**src/rtl/mem_port0_req_ctrl.sv**
```systemverilog
// Port-0 (1RW) request/response front-end for the interleaved SRAM array.
// Issues array accesses combinationally and returns read data in order through a credited FFT FIFO.
module mem_port0_req_ctrl #(
  parameter int unsigned DATA_WIDTH    = 32,
  parameter int unsigned NUM_ADDRESSES = 4096,
  parameter int unsigned RD_LATENCY    = 2,
  parameter int unsigned RSP_DEPTH     = 4
) (
  input  logic                             clk0,
  input  logic                             rst0,
  input  logic                             req_valid,
  output logic                             req_ready,
  input  logic                             req_we,
  input  logic [DATA_WIDTH/8-1:0]          req_wmask,
  input  logic [$clog2(NUM_ADDRESSES)-1:0] req_addr,
  input  logic [DATA_WIDTH-1:0]            req_wdata,
  output logic                             rsp_valid,
  input  logic                             rsp_ready,
  output logic [DATA_WIDTH-1:0]            rsp_rdata,
  output logic                             busy,
  output logic                             csb0,
  output logic                             web0,
  output logic [DATA_WIDTH/8-1:0]          wmask0,
  output logic [$clog2(NUM_ADDRESSES)-1:0] port0_address,
  output logic [DATA_WIDTH-1:0]            port0_datain,
  input  logic [DATA_WIDTH-1:0]            port0_dataout
);

  localparam int unsigned CW = $clog2(RSP_DEPTH) + 1;
  localparam int unsigned PW = (RSP_DEPTH > 1) ? $clog2(RSP_DEPTH) : 1;

  logic                  fire;
  logic                  rd_fire;
  logic                  push;
  logic                  pop;
  logic [RD_LATENCY-1:0] vld;
  logic [CW-1:0]         count;
  logic [CW-1:0]         inflight;
  logic [CW:0]           used;
  logic [PW-1:0]         wr_ptr;
  logic [PW-1:0]         rd_ptr;
  logic [DATA_WIDTH-1:0] mem [RSP_DEPTH];

  function automatic logic [PW-1:0] ptr_inc(input logic [PW-1:0] p);
    return (p == PW'(RSP_DEPTH - 1)) ? '0 : p + PW'(1);
  endfunction

  always_comb begin
    inflight = '0;
    for (int unsigned i = 0; i < RD_LATENCY; i++) begin
      inflight = inflight + CW'(vld[i]);
    end
  end

  // Credit uses registered occupancy only; a same-cycle pop frees its slot next cycle.
  assign used      = {1'b0, count} + {1'b0, inflight};
  assign req_ready = ~rst0 & (req_we | (used < (CW+1)'(RSP_DEPTH)));

  assign fire          = req_valid & req_ready;
  assign rd_fire       = fire & ~req_we;
  assign csb0          = ~fire;
  assign web0          = ~(fire & req_we);
  assign wmask0        = (req_we & ~rst0) ? req_wmask : '0;
  assign port0_address = req_addr;
  assign port0_datain  = req_wdata;

  assign push      = vld[RD_LATENCY-1];
  assign pop       = rsp_ready & (count != '0);
  assign rsp_valid = (count != '0);
  assign rsp_rdata = mem[rd_ptr];
  assign busy      = (|vld) | (count != '0);

  always_ff @(posedge clk0) begin
    if (rst0) begin
      vld <= '0;
    end else begin
      vld <= RD_LATENCY'({vld, rd_fire});
    end
  end

  always_ff @(posedge clk0) begin
    if (rst0) begin
      wr_ptr <= '0;
      rd_ptr <= '0;
      count  <= '0;
    end else begin
      if (push) wr_ptr <= ptr_inc(wr_ptr);
      if (pop)  rd_ptr <= ptr_inc(rd_ptr);
      case ({push, pop})
        2'b10:   count <= count + CW'(1);
        2'b01:   count <= count - CW'(1);
        default: count <= count;
      endcase
    end
  end

  always_ff @(posedge clk0) begin
    if (push && !rst0) mem[wr_ptr] <= port0_dataout;
  end

  a_no_overflow: assert property (@(posedge clk0) disable iff (rst0)
    push |-> (count != CW'(RSP_DEPTH)));

endmodule

```
**config.mk**
```make
export PLATFORM = sky130hd
export DESIGN_NAME = mem_port0_req_ctrl
export DESIGN_NICKNAME = d
export VERILOG_FILES = /design/src/rtl/mem_port0_req_ctrl.sv
export SDC_FILE = /design/constraint.sdc
export NUM_CORES = 1
export LEC_CHECK = 0
export ABC_AREA = 1
export BUFFER_PORTS_ARGS = -buffer_cell sky130_fd_sc_hd__clkbuf_2
export CAP_MARGIN = 5
export CORE_MARGIN = 5
export CORE_UTILIZATION = 55
export CTS_BUF_LIST = sky130_fd_sc_hd__clkbuf_16
export DETAILED_ROUTE_END_ITERATION = 8
export PLACE_DENSITY = 0.84
export SKIP_CTS_REPAIR_TIMING = 1
export SYNTH_ARGS = -nofsm -noshare
export SYNTH_HDL_FRONTEND = slang
export SYNTH_SLANG_ARGS = --single-unit
```
**constraint.sdc**
```tcl
create_clock -name clk0 -period 6.15 [get_ports clk0]
set_input_delay 1.845 -clock clk0 [delete_from_list [all_inputs] [get_ports clk0]]
set_output_delay 1.845 -clock clk0 [all_outputs]
set_load 0.02 [all_outputs]
```
* After elaboration in Yosys (flattened, before gate mapping)
Memories as Yosys holds them, arrays and structs flattened. A register that Yosys moved wholly into a read port is not among the register bits. Index checks and enable logic that the tools add are counted.
Word-level totals: bits of input ports 85, logic and storage cells 41, memory bits (writable) 128, output and inout port bits 85, register bits 9, memories 1
Memory list:
- mem | depth 4, width 32, rd ports 1, clocked after memory_dff 1, write ports 1, line 42 | logic [DATA_WIDTH-1:0] mem [RSP_DEPTH];
Operators by class: muxes and demuxes 8, bitwise logic cells 12, add/subtract/negate cells 6, $lt $le $gt $ge 1, eq/ne operators 4, reduce and logical (&&, ||, !) cells 5
Operator list (number):
- 2-bit 2-to-1 mux | 4
- 1-bit bitwise AND | 6
- 2-bit == test, second input constant | 3
- 3-bit case mux with 2 select lines | 1
- 2-bit by 1-bit adder with 2-bit output, second input constant | 2
- 3-bit by 2-bit adder with 4-bit output | 1
- 4-bit by 3-bit less-than comparator with 1-bit output, second input constant | 1
- 4-bit 2-to-1 mux | 1
- 1-bit inverter | 4
- 3-bit by 1-bit adder with 3-bit output, second input constant | 1
- 3-bit nonzero test | 1
- 3-bit by 1-bit subtractor with 3-bit output, second input constant | 1
- 1-bit by 1-bit adder with 2-bit output | 1
- 2-bit by 1-bit == test with 1-bit output, second input constant | 1
- 1-bit 2-to-1 mux | 2
- 1-bit OR | 2
- 2-bit nonzero test | 1
- 2-bit OR reduction | 1
- 1-bit logical AND | 1
- 1-bit zero test | 1

* Longest topological paths before layout
Gate-level depths: netlist of run 1.
depth in word-level cells 8, depth in mapped cells 13, gate-level depth less buffers 13

* Worst setup path after synthesis of run 1
OpenSTA, ideal clock, no wires.
kind input-to-output, start input req_we, end output wmask0[0], arrival time 2.367 ns, path slack 1.938 ns, cell stages on the path 4, buffers on the path 0, data required time 4.305 ns, cell sequence inv_1 nor2_1 inv_1 nor2_1
On the way: longest elaborated chain between the ends 2
RTL lines:
- start, declared | line 13 | input logic req_we,
- 1-bit bitwise AND | line 63 | assign wmask0 = (req_we & ~rst0) ? req_wmask : '0;
- 4-bit 2-to-1 mux | line 63
- end, declared | line 23 | output logic [DATA_WIDTH/8-1:0] wmask0,
No other way between the ends.

* Worst setup path after layout of run 1
start input rst0, end output csb0
On the way: longest elaborated chain between the ends 4
RTL lines:
- start, declared | line 10 | input logic rst0,
- 1-bit inverter | line 57 | assign req_ready = ~rst0 & (req_we | (used < (CW+1)'(RSP_DEPTH)));
- 1-bit bitwise AND | line 57
- 1-bit bitwise AND | line 59 | assign fire = req_valid & req_ready;
- 1-bit inverter | line 61 | assign csb0 = ~fire;
- end, declared | line 21 | output logic csb0,
No other way between the ends.

==> results of run 1 <==
layout make-up:
type | count | area [um2]
Multi-Input combinational cell | 217 | 1110
Clock buffer | 17 | 425
Sequential cell | 139 | 4070
Tap cell | 136 | 170
Inverter | 28 | 113
Fill cell | 790 | 3760
Timing Repair Buffer | 83 | 420
Clock inverter | 15 | 205
per-stage QoR:
step | total power, W | utilization | setup slack [ns] | area, um2 | cells
floorplan | 0.00152 | - | 1.94 | 5750 | 447
global placement | 0.00161 | 0.572 | 1.83 | 5880 | 603
detailed placement | 0.00163 | 0.572 | 1.79 | 5880 | 603
CTS | 0.00270 | 0.634 | 1.79 | 6510 | 635
global route | 0.00279 | 0.634 | 1.70 | 6510 | 635
finish | 0.00268 | 0.634 | 1.80 | 6510 | 635
cells in the mapped netlist:
library cell	instances	area share
nor2_1	80	0.052
buf_4	47	0.061
nand3_1	7	0.0061
fa_1	1	0.0035
inv_2	1	0.00065
a31oi_1	1	0.0011
buf_6	9	0.018
o21ai_0	40	0.035
or2_2	1	0.0011
inv_8	1	0.0020
dfxtp_1	11	0.038
ha_1	7	0.015
clkbuf_1	1	0.00065
edfxtp_1	128	0.67
nand2_1	12	0.0078
clkinv_1	1	0.00065
o22ai_1	32	0.035
a21oi_1	6	0.0052
nand4_1	2	0.0022
o21ai_1	28	0.024
buf_2	6	0.0052
inv_1	25	0.016
per-layer routing:
metal | wire length (um) | global-route usage | up-vias | share of wire
met5 | 0 | 0 | - | 0
li1 | - | - | 1642 | -
met3 | 726 | 0.0507 | 53 | 0.062
met2 | 5860 | 0.319 | 117 | 0.50
met4 | 554 | 0.133 | 0 | 0.048
met1 | 4470 | 0.216 | 1661 | 0.39
worst max path at each step:
stage | startpoint | to | slack, ns | depth (start not counted)
6_report | rst0 | csb0 | 1.80 | 4
5_1_grt | req_we | wmask0[2] | 1.70 | 6
4_1_cts | rst0 | csb0 | 1.79 | 4
3_5_place_dp | rst0 | csb0 | 1.79 | 4
3_3_place_gp | rst0 | csb0 | 1.83 | 4
2_1_floorplan | req_we | wmask0[0] | 1.94 | 4
cell families after synthesis:
kind of cell,count (synthesis),share of synthesized area
AO/OA/AOI/OAI,107,0.100
adder cells (fa/ha/maj),8,0.0187
buffers and inverters,91,0.104
flip-flops,139,0.707
AND/OR/NAND/NOR,102,0.0694
where the power goes:
part           switching (W)  total [W]  internal, W
clock               0.000358    0.00107     0.000711
sequential         0.0000238    0.00107      0.00105
combinational       0.000371   0.000534     0.000163
total               0.000753    0.00268      0.00192
tightest hold or removal path: stages (launching register included):
cell     delay [ns]
dfxtp_1        0.31
inv_1          0.07
nor2_1         0.04
registers in the layout, summed over array words and instances (netlist names), named ones only:
name	flops
rd_ptr	2
vld	2
count	3
mem	128
wr_ptr	2
==> flow_summary.json, run 1 <==
{
  "status": "finished, final reports clean",
  "first_pass_iters": 4,
  "nNetsFinal": 579,
  "syn_nets": 540,
  "start_util": 0.559,
  "cts_root_buf": "clkbuf_16",
  "finalMaxSlewViolations": 0,
  "worstPathArrival_ns": 2.51,
  "seq_area_frac_synth": 0.707,
  "path_clk_slew_ns": 0.06,
  "row_count": 37,
  "worst_r2r_endpoint": "mem[1][30]$_DFFE_PP_",
  "path_buf_inv": 3,
  "syn_avg_cell_area_um2": 12.9,
  "drive_gt1_frac": 0.238,
  "hold_viol": 0,
  "drt-total-wl_um": 11600,
  "io_pins": 170,
  "final_cell_mix": "edfxtp_1, clkbuf_2, nor2_1",
  "hp-class": "reg2reg",
  "ant_nets": 0,
  "fin_crit_sh": 0.708,
  "gr-total-overflow": 0,
  "cpPeakStageDelay_ns": 0.21,
  "end_kind": "primary output",
  "p_leak_nw": 2.42,
  "skew_ns": 0.00772,
  "dieArea_mm2": 0.0126,
  "die_h_um": 112,
  "track_usage": 0.192,
  "final_common_cell": "edfxtp_1",
  "numClockSinks": 139,
  "whs_path_depth": 2,
  "fin_crit_ns": 4.35,
  "post_drt_wl_per_cell_um": 18.3,
  "finalWeightedCongestion": 0.734,
  "start_kind": "input pin",
  "cp_top_family": "buffers and inverters",
  "vias": 3473,
  "worstPathRequired_ns": 4.30,
  "cap_violations": 0,
  "r2r_start": "vld[1]$_SDFF_PP0_",
  "first_iter_violations": 189,
  "syn_inst": 447,
  "worst_r2r_path_depth": 2,
  "hold_start": "vld[0]$_SDFF_PP0_",
  "slew_headroom": 0.275,
  "portBuffers": 81,
  "cp_slowest_cell": "clkinv_1",
  "grt_pass1_wl_um": 18500,
  "tightest_slew_ns": 1.08,
  "synth_area_mm2": 0.00575,
  "worstHoldEndpoint": "vld[1]$_SDFF_PP0_",
  "cts_tree": "done",
  "cts_buffers": 17,
  "yosys_warnings": 0,
  "cts_max_level": 4,
  "grt_pass1_vias": 3595,
  "antenna_found_initial": 0,
  "die_x_um": 112,
  "worstPathCellList": "clkbuf_2 > clkinv_1 > nand3_1 > clkbuf_2",
  "clock_latency_ns": 0.41,
  "place_hpwl_um": 6980,
  "grt_max_degree": 65,
  "syn2layout_area_growth_pct": 13.3,
  "critPathMaxFanout": 10,
  "crit_path_frequent_cell": "clkbuf_2",
  "peakVddDrop_mv": 0.204,
  "max_freq_mhz": 230,
  "power.density_mw_per_mm2": 411,
  "core_mm2": 0.0103,
  "cts_buffer_depth": 2,
  "ys_seq_elements": 139,
  "route.detailed.drc": 0,
  "finalSetupViolations": 0,
  "reg2reg_setup_slack_ns": 4.23,
  "fin_tns_setup_ns": 0,
  "critPathKind": "in2out",
  "via_per_inst": 5.47,
  "rsz0062_at_grt": "no",
  "synth_cell_type_count": 22,
  "holdWs_ns": 0.453,
  "diodes": 0
}
Power figures use the tool's default switching activity.
==> inputs of run 2 (changes only) <==
- ABC_AREA: 1 -> 0
- CORE_UTILIZATION: 55 -> 51
- PLACE_DENSITY: 0.84 -> 0.79
- clock period: 6.15 -> 4.45 ns (I/O delays scaled with it)
==> run 2 against run 1 <==
Synthesized cell count is 38% lower. Sequential power is 36% higher. Hold slack better by 0.040 ns. Utilization is 3.9 points lower. Sequential cell count stayed put. Clock-buffer cell count stayed put. Critical endpoint is now rsp_rdata[31].
==> flow_summary.json, run 2 <==
{
  "grt_pass1_vias": 2800,
  "row_count": 38,
  "finalWeightedCongestion": 0.664,
  "grt_max_degree": 33,
  "end_kind": "primary output",
  "seq_area_frac_synth": 0.727,
  "synth_cell_type_count": 26,
  "finalNonFillerCells": 479,
  "cp_slowest_cell": "dfxtp_2",
  "nNetsFinal": 420,
  "syn2layout_area_growth_pct": 14.9,
  "syn_nets": 370,
  "io_pins": 170,
  "peakVddDrop_mv": 0.239,
  "status": "finished, final reports clean",
  "met3_usage": 0.0529,
  "hp-class": "reg2reg",
  "antenna_found_initial": 0,
  "start_kind": "flip-flop",
  "cts_buffer_depth": 2,
  "setup_ws_ns": 0.949,
  "fin_tns_setup_ns": 0,
  "fin_crit_sh": 0.787,
  "portBuffers": 81,
  "top_usage_layer": "met2",
  "cts_tree": "done",
  "vias": 2598,
  "fin_crit_ns": 3.50,
  "power.density_mw_per_mm2": 505,
  "track_usage": 0.161,
  "synth.largest_area_cell": "edfxtp_1",
  "critPathKind": "reg2out",
  "die_x_um": 115,
  "p_leak_nw": 2.25,
  "post-synth-top-count-cell": "edfxtp_1",
  "synth_area_leaders": "edfxtp_1, mux4_2, buf_4",
  "cts_max_level": 4,
  "cap_violations": 0,
  "path_buf_inv": 2,
  "path_clk_slew_ns": 0.06,
  "ant_nets": 0,
  "ys_seq_elements": 139,
  "clock_latency_ns": 0.40,
  "grt_pass1_wl_um": 15100,
  "post_drt_wl_per_cell_um": 20.3,
  "first_pass_iters": 4,
  "async_flop_share": 0,
  "yosys_warnings": 0,
  "grt_use_met1": 0.185,
  "rsz0062_at_grt": "no",
  "grt_use_met2": 0.262,
  "regMostFlops": "mem",
  "r2r_start": "count[0]$_SDFFE_PP0P_",
  "route.detailed.drc": 0,
  "via_per_inst": 5.42,
  "critPathMaxFanout": 15,
  "syn_inst": 277,
  "tightest_slew_ns": 0.873,
  "core_mm2": 0.0108,
  "dieArea_mm2": 0.0132,
  "diodes": 0,
  "drive_gt1_frac": 0.434,
  "gr-total-overflow": 0,
  "synth-edff-count": 128,
  "die_h_um": 115,
  "n_fill_cell": 777,
  "worstPathRequired_ns": 3.12,
  "cts_buffers": 17,
  "skew_ns": 0.00785,
  "syn_avg_cell_area_um2": 20.2,
  "worstPathCellList": "buf_4 > mux4_2 > clkbuf_2",
  "slew_headroom": 0.418,
  "start_util": 0.518,
  "finalSetupViolations": 0,
  "synth_area_mm2": 0.00559,
  "synthTopCellsByCount": "edfxtp_1, buf_4, mux4_2, dfxtp_1, nor2_1",
  "final_cell_mix": "edfxtp_1, clkbuf_2, mux4_2",
  "cp_top_family": "flip-flops",
  "finalMaxSlewViolations": 0,
  "cts_root_buf": "clkbuf_16",
  "placed_cells": 448,
  "dp_slack_ns": 1.02,
  "numClockSinks": 139,
  "first_iter_violations": 144,
  "final_common_cell": "edfxtp_1",
  "max_freq_mhz": 286,
  "hold_start": "vld[0]$_SDFF_PP0_",
  "synth.top_cell.area_share": 0.688,
  "worstPathArrival_ns": 2.17,
  "drt-total-wl_um": 9710,
  "holdWs_ns": 0.493,
  "place_hpwl_um": 6070,
  "hold_viol": 0,
  "cpPeakStageDelay_ns": 0.67,
  "ys.flop_type": "edfxtp_1",
  "largest_reg_flops": 128,
  "largest_registers": "mem (128), count (3)"
}
==> run 2: cell types whose count changed in the layout (fill, tap and decap cells not counted), sizes merged, moves of 3 or more <==
cell / previous run / this run
nor2b: 0 / 3
nand3: 7 / 0
nand2: 12 / 1
clkinv: 9 / 4
o21ai: 68 / 2
o22ai: 32 / 0
mux2i: 0 / 3
inv: 28 / 10
and2: 0 / 8
mux4: 0 / 32
or3: 0 / 3
nor2: 80 / 9
==> run 2: logic make-up after synthesis <==
logic type,Yosys count,synth area share
adders and majority gates,8,0.0193
AOI/OAI and AO/OA,9,0.0101
buffers and inverters,58,0.0793
muxes,35,0.136
DFF,139,0.727
and+or+nand+nor,26,0.0253
xor gates and xnor gates,2,0.00314
==> run 2: path summary, 6_finish.rpt <==
check                           to  cells after the start  slack, ns
min              vld[1]$_SDFF_PP0_                      1       0.49
max reg2reg  count[2]$_SDFFE_PP0P_                      7       2.44
min reg2reg      vld[1]$_SDFF_PP0_                      1       0.49
max                  rsp_rdata[31]                      3       0.95
==> run 2: worst register-to-register path, cell delays in order, from the launching register on <==
cell and delay, ns:
dfxtp_1 0.40, o31a_1 0.27, ha_1 0.22, inv_1 0.06
fa_1 0.38, xor2_1 0.16, or3_1 0.30, a21oi_1 0.14
==> run 2: metal layers <==
layer / up-vias / wire, um
li1: 1151 / -
met1: 1316 / 3720
met2: 94 / 4970
met3: 37 / 703
met4: 0 / 322
met5: - / 0
==> run 2: power by group <==
part | switching, W | internal (W) | total, W
Combinational | 0.000133 | 0.000115 | 0.000248
Sequential | 0.0000225 | 0.00144 | 0.00146
Clock | 0.000491 | 0.00104 | 0.00153
==> run 2: final cells by class <==
| cell class | count | area [um2] | share of cell area |
|---|---|---|---|
| clock inverter | 14 | 226 | 0.0353 |
| clock buffer | 17 | 425 | 0.0662 |
| timing repair buffer | 83 | 420 | 0.0655 |
| inverter | 6 | 22.5 | 0.00351 |
| tap | 140 | 175 | 0.0273 |
| multi-input combinational | 80 | 1090 | 0.169 |
| sequential | 139 | 4070 | 0.633 |
==> run 2: per-stage QoR <==
step / util / total power [W] / instance area [um2]
2_1_floorplan: - / 0.00173 / 5590
3_3_place_gp: 0.535 / 0.00173 / 5770
3_5_place_dp: 0.535 / 0.00174 / 5770
4_1_cts: 0.595 / 0.00328 / 6420
5_1_grt: 0.595 / 0.00336 / 6420
6_report: 0.595 / 0.00324 / 6420
